File: src/rtl/bcd_sevenseg_scan.sv
// Multiplexed common-anode seven-segment driver: scans one digit per refresh
// period, snapshots the BCD/dp inputs once per frame, registered active-low outputs.
module bcd_sevenseg_scan #(
    parameter int NUM_DIGITS  = 4,
    parameter int REFRESH_DIV = 50000
) (
    input  logic                    clk,
    input  logic                    rst,
    input  logic                    en,
    input  logic [4*NUM_DIGITS-1:0] bcd_in,
    input  logic [NUM_DIGITS-1:0]   dp_in,
    input  logic                    blank_lz,
    output logic [NUM_DIGITS-1:0]   an,
    output logic [6:0]              seg,
    output logic                    dp_n,
    output logic                    frame_done
);

    localparam int PS_W  = $clog2(REFRESH_DIV);
    localparam int IDX_W = (NUM_DIGITS > 1) ? $clog2(NUM_DIGITS) : 1;

    localparam logic [PS_W-1:0]       PS_LAST  = PS_W'(REFRESH_DIV - 1);
    localparam logic [PS_W-1:0]       PS_ONE   = PS_W'(1);
    localparam logic [IDX_W-1:0]      IDX_LAST = IDX_W'(NUM_DIGITS - 1);
    localparam logic [IDX_W-1:0]      IDX_ONE  = IDX_W'(1);
    localparam logic [6:0]            SEG_OFF  = 7'h7F;
    localparam logic [NUM_DIGITS-1:0] AN_OFF   = {NUM_DIGITS{1'b1}};
    localparam logic [NUM_DIGITS-1:0] AN_ONE   = NUM_DIGITS'(1);

    // Active-low {g,f,e,d,c,b,a}; any non-decimal code shows a lone dash.
    function automatic logic [6:0] bcd_to_seg(input logic [3:0] code);
        logic [6:0] s;
        case (code)
            4'd0:    s = 7'h40;
            4'd1:    s = 7'h79;
            4'd2:    s = 7'h24;
            4'd3:    s = 7'h30;
            4'd4:    s = 7'h19;
            4'd5:    s = 7'h12;
            4'd6:    s = 7'h02;
            4'd7:    s = 7'h78;
            4'd8:    s = 7'h00;
            4'd9:    s = 7'h10;
            default: s = 7'h3F;
        endcase
        return s;
    endfunction

    // Bit i set when digits i..NUM_DIGITS-1 are all zero (invalid codes are nonzero).
    function automatic logic [NUM_DIGITS-1:0] zeros_above(input logic [4*NUM_DIGITS-1:0] digits);
        logic [NUM_DIGITS-1:0] res;
        logic                  run;
        res = '0;
        run = 1'b1;
        for (int i = NUM_DIGITS - 1; i >= 0; i--) begin
            run    = run & (digits[4*i +: 4] == 4'd0);
            res[i] = run;
        end
        return res;
    endfunction

    logic [PS_W-1:0]         presc_q, presc_d;
    logic [IDX_W-1:0]        idx_q, idx_d;
    logic [4*NUM_DIGITS-1:0] shadow_bcd_q, shadow_bcd_d;
    logic [NUM_DIGITS-1:0]   shadow_dp_q, shadow_dp_d;
    logic [NUM_DIGITS-1:0]   an_q, an_d;
    logic [6:0]              seg_q, seg_d;
    logic                    dp_n_q, dp_n_d;
    logic                    frame_done_q, frame_done_d;

    logic                    tick_s;
    logic                    frame_s;
    logic [3:0]              digit_s;
    logic [NUM_DIGITS-1:0]   zeros_s;
    logic                    blank_s;

    // Scan state: prescaler, digit index, frame snapshot and frame pulse.
    always_comb begin
        tick_s       = (presc_q == PS_LAST);
        frame_s      = tick_s && (idx_q == IDX_LAST);
        presc_d      = presc_q;
        idx_d        = idx_q;
        shadow_bcd_d = shadow_bcd_q;
        shadow_dp_d  = shadow_dp_q;
        frame_done_d = 1'b0;
        if (en) begin
            if (tick_s) begin
                presc_d = '0;
                if (idx_q == IDX_LAST) begin
                    idx_d = '0;
                end else begin
                    idx_d = idx_q + IDX_ONE;
                end
            end else begin
                presc_d = presc_q + PS_ONE;
            end
            if (frame_s) begin
                shadow_bcd_d = bcd_in;
                shadow_dp_d  = dp_in;
            end else begin
                shadow_bcd_d = shadow_bcd_q;
                shadow_dp_d  = shadow_dp_q;
            end
            frame_done_d = frame_s;
        end else begin
            frame_done_d = 1'b0;
        end
    end

    // Output decode works on the post-edge index and snapshot so every output moves with idx.
    always_comb begin
        digit_s = shadow_bcd_d[{idx_d, 2'b00} +: 4];
        zeros_s = zeros_above(shadow_bcd_d);
        blank_s = blank_lz && (idx_d != '0) && zeros_s[idx_d];
        an_d    = AN_OFF;
        seg_d   = SEG_OFF;
        dp_n_d  = 1'b1;
        if (en) begin
            an_d   = ~(AN_ONE << idx_d);
            dp_n_d = ~shadow_dp_d[idx_d];
            if (blank_s) begin
                seg_d = SEG_OFF;
            end else begin
                seg_d = bcd_to_seg(digit_s);
            end
        end else begin
            an_d   = AN_OFF;
            seg_d  = SEG_OFF;
            dp_n_d = 1'b1;
        end
    end

    // State and output registers; reset blanks the display without waiting for a clock.
    always_ff @(posedge clk or negedge rst) begin
        if (!rst) begin
            presc_q      <= '0;
            idx_q        <= '0;
            shadow_bcd_q <= '0;
            shadow_dp_q  <= '0;
            an_q         <= AN_OFF;
            seg_q        <= SEG_OFF;
            dp_n_q       <= 1'b1;
            frame_done_q <= 1'b0;
        end else begin
            presc_q      <= presc_d;
            idx_q        <= idx_d;
            shadow_bcd_q <= shadow_bcd_d;
            shadow_dp_q  <= shadow_dp_d;
            an_q         <= an_d;
            seg_q        <= seg_d;
            dp_n_q       <= dp_n_d;
            frame_done_q <= frame_done_d;
        end
    end

    assign an         = an_q;
    assign seg        = seg_q;
    assign dp_n       = dp_n_q;
    assign frame_done = frame_done_q;

endmodule

File: config.mk
export PLATFORM = sky130hd
export DESIGN_NAME = bcd_sevenseg_scan
export DESIGN_NICKNAME = d
export VERILOG_FILES = /design/src/rtl/bcd_sevenseg_scan.sv
export SDC_FILE = /design/constraint.sdc
export NUM_CORES = 1
export LEC_CHECK = 0
export BUFFER_PORTS_ARGS = -buffer_cell sky130_fd_sc_hd__clkbuf_2
export CAP_MARGIN = 0
export CORE_UTILIZATION = 51
export DETAILED_ROUTE_END_ITERATION = 8
export PLACE_DENSITY = 0.78
export RECOVER_POWER = 50
export SLEW_MARGIN = 25
export SYNTH_ARGS = -nofsm -noshare
export SYNTH_HDL_FRONTEND = slang
export SYNTH_SLANG_ARGS = --single-unit
File: constraint.sdc
create_clock -name clk -period 3.09 [get_ports clk]
set_input_delay 0.1545 -clock clk [delete_from_list [all_inputs] [get_ports clk]]
set_output_delay 0.1545 -clock clk [all_outputs]
set_load 0.02 [all_outputs]
==> results of run 1 <==
-- logic make-up after synthesis --
family                   synth area share [%]
XOR/XNOR                                 3.60
AO/OA/AOI/OAI                            10.9
multiplexers                             13.9
buffers and inverters                    2.94
AND/OR/NAND/NOR                          17.2
flip-flops                               48.2
adder cells (fa/ha/maj)                  3.27
-- layout make-up --
type	instances	area (sq um)	area share (%)
multi-input cells	177	1370	41.7
flip-flops and latches	51	1290	39.3
repair buffers	63	378	11.5
well taps	70	87.6	2.67
clock buffers	6	82.6	2.51
inverters	10	38.8	1.18
clock inverters	2	35.0	1.07
-- flip-flops by register name, indices dropped and copies added, names as in the netlist --
name	count
shadow_dp_q	4
frame_done	1
idx_q	2
presc_q	16
dp_n	1
an	4
seg	7
shadow_bcd_q	16
-- how the worst max path moves through the flow --
stage	start	end	slack, ns	cells past startpoint
after floorplan	presc_q[13]$_DFFE_PN0P_	seg[3]$_DFF_PN1_	0.02	12
after global placement	presc_q[12]$_DFFE_PN0P_	seg[3]$_DFF_PN1_	0.03	10
after detailed placement	presc_q[12]$_DFFE_PN0P_	seg[3]$_DFF_PN1_	-0.003	12
after CTS	presc_q[5]$_DFFE_PN0P_	seg[3]$_DFF_PN1_	0.04	12
after global routing	presc_q[10]$_DFFE_PN0P_	seg[3]$_DFF_PN1_	-0.06	12
final	presc_q[12]$_DFFE_PN0P_	seg[3]$_DFF_PN1_	0.06	10
-- routing by layer --
layer / vias up / share of wire [%]
met3: 17 / 5.9
met4: 0 / 2.3
met2: 83 / 48
li1: 1022 / -
met5: - / 0
met1: 1019 / 43
-- power by group --
| part | switching (mW) | internal, mW |
|---|---|---|
| combinational | 0.0873 | 0.0766 |
| sequential | 0.0386 | 0.715 |
| clock | 0.214 | 0.262 |
| total | 0.340 | 1.05 |
-- placed cells by master, fill, tap and decap left out, types with 5 or more instances in the layout --
cell / count
a21oi_1: 6
nand3_1: 7
dfrtp_1: 38
clkbuf_2: 23
mux2i_1: 9
nand4_1: 6
xnor2_1: 6
ha_1: 7
nand2_1: 19
buf_4: 24
nor2_1: 13
inv_1: 7
and3_1: 5
clkbuf_1: 14
dfstp_2: 12
o21ai_0: 15
clkbuf_8: 6
xor2_1: 5
mux2_2: 22
-- timing repair --
| action | CTS | global route |
|---|---|---|
| setup endpoints to repair | 3 | 7 |
| buffers inserted | 3 | 1 |
| hold buffers | 1 | 0 |
| hold endpoints to repair | 20 | 0 |
| pin swaps | 4 | 1 |
| gates resized for setup | 3 | 5 |
-- stage by stage --
step | std cells | setup TNS, ns | hold WS (ns) | total power, mW | area [sq um]
4_1_cts | 378 | 0 | 0.0775 | 1.40 | 3280
3_3_place_gp | 366 | 0 | 0.274 | 0.921 | 3100
3_5_place_dp | 366 | -0.00297 | 0.288 | 0.930 | 3100
5_1_grt | 379 | -0.0630 | 0.0715 | 1.46 | 3290
2_1_floorplan | 246 | 0 | -0.141 | 0.849 | 2700
6_report | 379 | 0 | 0.0805 | 1.39 | 3290
==> results by group, run 1 <==
Timing
  – Fin crit period: 3.03 ns
  – Fin Clk Skew: 0.00294 ns
  – Fin. Hold Viols: 0
  – Worst-margin pin slew: between 1.5 and 2 ns
  – Worst slew margin: -16.0%
  – Setup violators final: 0
  – RSZ-0062 raised after global routing: yes
  – Setup ws final: 0.0575 ns
  – Achievable Freq: 0.330 GHz
  – Max-slew violations: 34
  – Period utilisation layout: a little over nine tenths

Yosys
  – Synth top cells by count: 39 x dfrtp_1, 22 x mux2_2, 19 x nand2_1, 16 x o21ai_0, 13 x nor2_1
  – Yosys top cell area share: 36.4%
  – Number of synthesized flops with an enable pin: 0
  – Fraction of the yosys area taken by sequential cells: 48.2%
  – Synth area leaders: dfrtp_1 36%, dfstp_2 12%, mux2_2 9.2%, mux2i_1 4.1%, ha_1 3.3%
  – #FFs+latches synth: 51
  – Yosys warns: 0
  – Cell taking the most area after synthesis: dfrtp_1
  – Async SR Flop Fraction: 100%
  – Mapped Avg Cell Area: 10.9 sq um
  – Most used DFF post-synth: dfrtp_1
  – Synth Instances: around 250
  – Most frequent cell after synthesis: dfrtp_1
  – Post-Syn Area: roughly 2700 sq um
  – Syn_nets: 277
  – Count of different cell masters after synthesis: 54

Placed design
  – Place WS: -0.00297 ns
  – Final GP Congestion: 0.913
  – PortBufs: 36
  – Post-DP HPWL: 4260 um

Worst setup path
  – FF-to-FF Start: presc_q[12]$_DFFE_PN0P_
  – FF-to-FF setup slack: ~0.057 ns
  – Slowest CP cell: or4b_2
  – FF-to-FF path depth: 10
  – Critical Path RT: 3.32 ns
  – Critical path fanouts, max: 4
  – CP bufs+invs: 1
  – WP data arrival: between 3 and 4 ns
  – Worst setup SP type: flop
  – CP endpoint kind: flop
  – Crit-path cells: buf_4 -> or4b_2 -> nor4_4 -> and3_1 -> o21ai_0 -> a32o_2 -> ha_1 -> nor3_2 -> a21oi_1 -> o21ai_1
  – Kind of cell adding the most delay to the critical path: simple AND/OR/NAND/NOR gates
  – Max stage delay on crit path: 0.72 ns
  – CP Class: flop to flop
  – Reg2reg end: seg[3]$_DFF_PN1_

Routing
  – Final wirelength: 5770 um
  – Antenna Violating Nets Remaining: 0
  – Via-per-instance ratio: 5.65
  – Drt drc: 0
  – Pre-antenna DRT Iters: 4
  – Average wire per standard cell: approximately 15 um
  – Via count: 2141
  – Iter 0 DRT Violations: 119

Global route
  – Overflow after GRT: 0
  – GRT Util Overall: 22.9%
  – Met1 Usage GRT: around 30%
  – Routing usage on met2: 37.2%
  – First-pass GRT wire length: 9450 um
  – Vias in the first global route: around 2000
  – GR Util met3: between 4 and 5%
  – Largest net degree at the start of global routing: 34
  – Initial antenna violation count: 0
  – GR peak layer: met2

Clocking
  – Clk buf depth: 2
  – CTS Root Buffer Type: clkbuf_8
  – Worst-Skew Late Latency: approximately 0.30 ns
  – TritonCTS clock tree: done
  – TritonCTS buffer count: 5
  – Clock-pin slew on the worst setup and hold paths: roughly 0.09 ns
  – H-tree Lvls: 2
  – Clock sinks: 51

Pwr
  – Static leakage: roughly 1.5 nW
  – Worst vdd ir: 0.278 mV
  – Pwr Density: roughly 420 nW/um^2

Worst hold path
  – Worst Hold End: shadow_bcd_q[4]$_DFF_PN0_
  – WHS Path Cells: 2
  – Hold Path Class: input port to flop
  – Worst Hold Launch: bcd_in[4]

Die
  – Starting density of the core: 52.8%
  – Die H: roughly 74 um
  – Core Rows: 26
  – Total Die Area: about 5500 sq um
  – Ports: 37
  – Core area: 5070 sq um
  – Die width: 74.5 um

Status
  – Status: finished with violations
  – Failing checks: max-capacitance violations, max-slew violations

Finish
  – Layout fillers: 425
  – Final core occ: 64.7%
  – Nets@finish: 339
  – Inserted Diodes: 0
  – P&R area growth vs syn: 22.7%
  – Share of layout cells above drive strength 1: 36.2%

Job
  – Max-cap check violation count: 1
Note: power is estimated with default switching activity, not from simulation.
==> run 2: changes to the inputs <==
PLACE_DENSITY = 0.83   (was 0.78)
==> results by group, run 2 (synthesized netlist as in run 1, its figures left out) <==
Status
  – Status: finished clean

Finish
  – Inserted Diodes: 0 (unchanged)
  – Layout fillers: 407 (-4.2%)
  – P&R area growth vs syn: 24.3%
  – Most frequent cells in the layout: 39 x dfrtp_1, 25 x buf_4, 23 x clkbuf_2
  – Nets@finish: 341 (+0.59%)
  – Commonest non-fill, non-tap cell in the layout: dfrtp_1
  – Share of layout cells above drive strength 1: 38.3% (+2.0 points)
  – Final core occ: 65.6% (+0.86 points)

Clocking
  – CTS Root Buffer Type: clkbuf_8
  – Clock sinks: 51 (unchanged)
  – Clk buf depth: 2 (unchanged)
  – TritonCTS clock tree: done
  – H-tree Lvls: 2 (unchanged)
  – Clock-pin slew on the worst setup and hold paths: 0.10 ns (about the same)
  – Worst-Skew Late Latency: 0.30 ns (about the same)
  – TritonCTS buffer count: 5 (unchanged)

Global route
  – Vias in the first global route: 2211 (+8.5%)
  – Overflow after GRT: 0 (unchanged)
  – Routing usage on met2: 40.6% (+3.4 points)
  – GR peak layer: met2
  – First-pass GRT wire length: 9910 um (+4.9%)
  – Largest net degree at the start of global routing: 34 (unchanged)
  – GR Util met3: 4.47% (-0.41 points)
  – Met1 Usage GRT: 30.8% (+0.79 points)
  – GRT Util Overall: 24.0% (+1.1 points)
  – Initial antenna violation count: 0 (unchanged)

Timing
  – RSZ-0062 raised after global routing: yes
  – Worst-margin pin slew: 1.01 ns (-0.731 ns)
  – Fin crit period: 3.02 ns (-0.0162 ns)
  – Max-slew violations: 0 (-100%)
  – Worst slew margin: 32.7% (+49 points)
  – Fin Clk Skew: 0.00763 ns (+0.00468 ns)
  – Achievable Freq: 0.332 GHz (+0.54%)
  – Period utilisation layout: 97.6% (-0.52 points)
  – Setup violators final: 0 (unchanged)
  – Fin. Hold Viols: 0 (unchanged)

Pwr
  – Post-layout power: 1.31 mW (-5.8%)
  – Static leakage: 1.54 nW (+0.29%)
  – Pwr Density: 394 nW/um^2 (-7.1%)
  – Worst vdd ir: 0.275 mV (-1.3%)

Die
  – Die width: 74.5 um (unchanged)
  – Core area: 5070 sq um (unchanged)
  – Core Rows: 26 (unchanged)
  – Ports: 37 (unchanged)
  – Total Die Area: 5550 sq um (unchanged)
  – Starting density of the core: 52.8% (unchanged)
  – Die H: 74.5 um (unchanged)

Placed design
  – Post-DP HPWL: 4380 um (+2.8%)
  – PortBufs: 36 (unchanged)
  – Final GP Congestion: 0.905 (-0.87%)

Routing
  – Via count: 2209 (+3.2%)
  – Via-per-instance ratio: 5.80 (+2.6%)
  – Iter 0 DRT Violations: 154 (+29%)
  – Pre-antenna DRT Iters: 5 (+1)
  – Drt drc: 0 (unchanged)
  – Average wire per standard cell: 16.0 um (+4.8%)
  – Antenna Violating Nets Remaining: 0 (unchanged)
  – Final wirelength: 6080 um (+5.4%)

Worst setup path
  – Max stage delay on crit path: 0.55 ns (-0.17 ns)
  – Slowest CP cell: or4b_4
  – CP Class: flop to flop
  – Worst setup SP type: flop
  – Critical Path RT: 3.32 ns (about the same)
  – CP endpoint kind: flop
  – Critical path fanouts, max: 9 (+5)
  – Crit-path cells: or4b_4 -> nor4_4 -> buf_6 -> mux2i_4 -> buf_4 -> inv_1 -> a32o_2 -> ha_4 -> nor3_4 -> a21oi_2 -> o21ai_1
  – WP data arrival: 3.25 ns (-0.02 ns)
  – FF-to-FF setup slack: 0.07 ns (+0.02 ns)

Job
  – Max-cap check violation count: 0 (-1)

Worst hold path
  – Hold Path Class: input port to flop
-- run 2: cell count changes in the layout (fill, tap and decap cells not counted), sizes merged --
cell,change
clkbuf,-1
bufinv,-1
clkinvlp,+1
inv,+1
buf,+2
-- run 2: path summary, 6_finish.rpt --
path / startpoint / end / cells after the start
max in group asynchronous: rst / presc_q[0]$_DFFE_PN0P_ / 3
worst min-delay path: bcd_in[7] / shadow_bcd_q[7]$_DFF_PN0_ / 2
worst min register to register: shadow_dp_q[3]$_DFF_PN0_ / shadow_dp_q[3]$_DFF_PN0_ / 1
worst max register to register: presc_q[12]$_DFFE_PN0P_ / seg[3]$_DFF_PN1_ / 11
min in group asynchronous: rst / frame_done$_DFF_PN0_ / 2
worst max-delay path: presc_q[12]$_DFFE_PN0P_ / seg[3]$_DFF_PN1_ / 11
-- run 2: repair_timing --
| item | CTS | global route |
|---|---|---|
| endpoints found under the hold margin | 16 | 0 |
| buffers inserted | 3 | 3 |
| resized for setup | 3 | 17 |
| pin swaps | 1 | 8 |
| hold buffers | 1 | 0 |
| endpoints found under the setup margin | 2 | 7 |
-- run 2: power breakdown --
group | switching (mW) | leakage (nW) | internal (mW)
logic | 0.0874 | 0.838 | 0.0769
clock network | 0.228 | 0.0443 | 0.162
registers | 0.0429 | 0.662 | 0.715
total | 0.358 | 1.54 | 0.954
-- run 2: area by class of cell --
class,count,area (sq um),share of cell area (%)
Multi-Input combinational cell,177,1430,42.9
Clock buffer,5,68.8,2.07
Tap cell,70,87.6,2.63
Sequential cell,51,1290,38.8
Inverter,10,40.0,1.20
Timing Repair Buffer,65,388,11.6
Clock inverter,3,25.0,0.752
-- run 2: layer usage --
metal | vias to the layer above | wire (um)
met5 | - | 0
met4 | 0 | 133
met3 | 21 | 369
met2 | 105 | 2970
met1 | 1064 | 2610
li1 | 1019 | -
-- run 2: worst max-delay path: cells and delay by family (launching register included) --
family,cells,cell delay [ns]
simple gates,3,1.12
flops,1,0.41
buf+inv,3,0.41
fa+ha+maj,1,0.27
mux,1,0.28
compound gates,3,0.46
-- run 2: per-stage QoR --
stage	area, sq um	hold slack, ns	std cells	setup TNS, ns	setup slack (ns)
after global routing	3330	0.0718	381	-0.128	-0.0560
after CTS	3230	0.0669	378	0	0.0230
after global placement	3090	0.128	366	0	0.103
after floorplan	2700	-0.141	246	0	0.0184
after detailed placement	3090	0.132	366	0	0.00102
final	3330	0.0717	381	0	0.0736
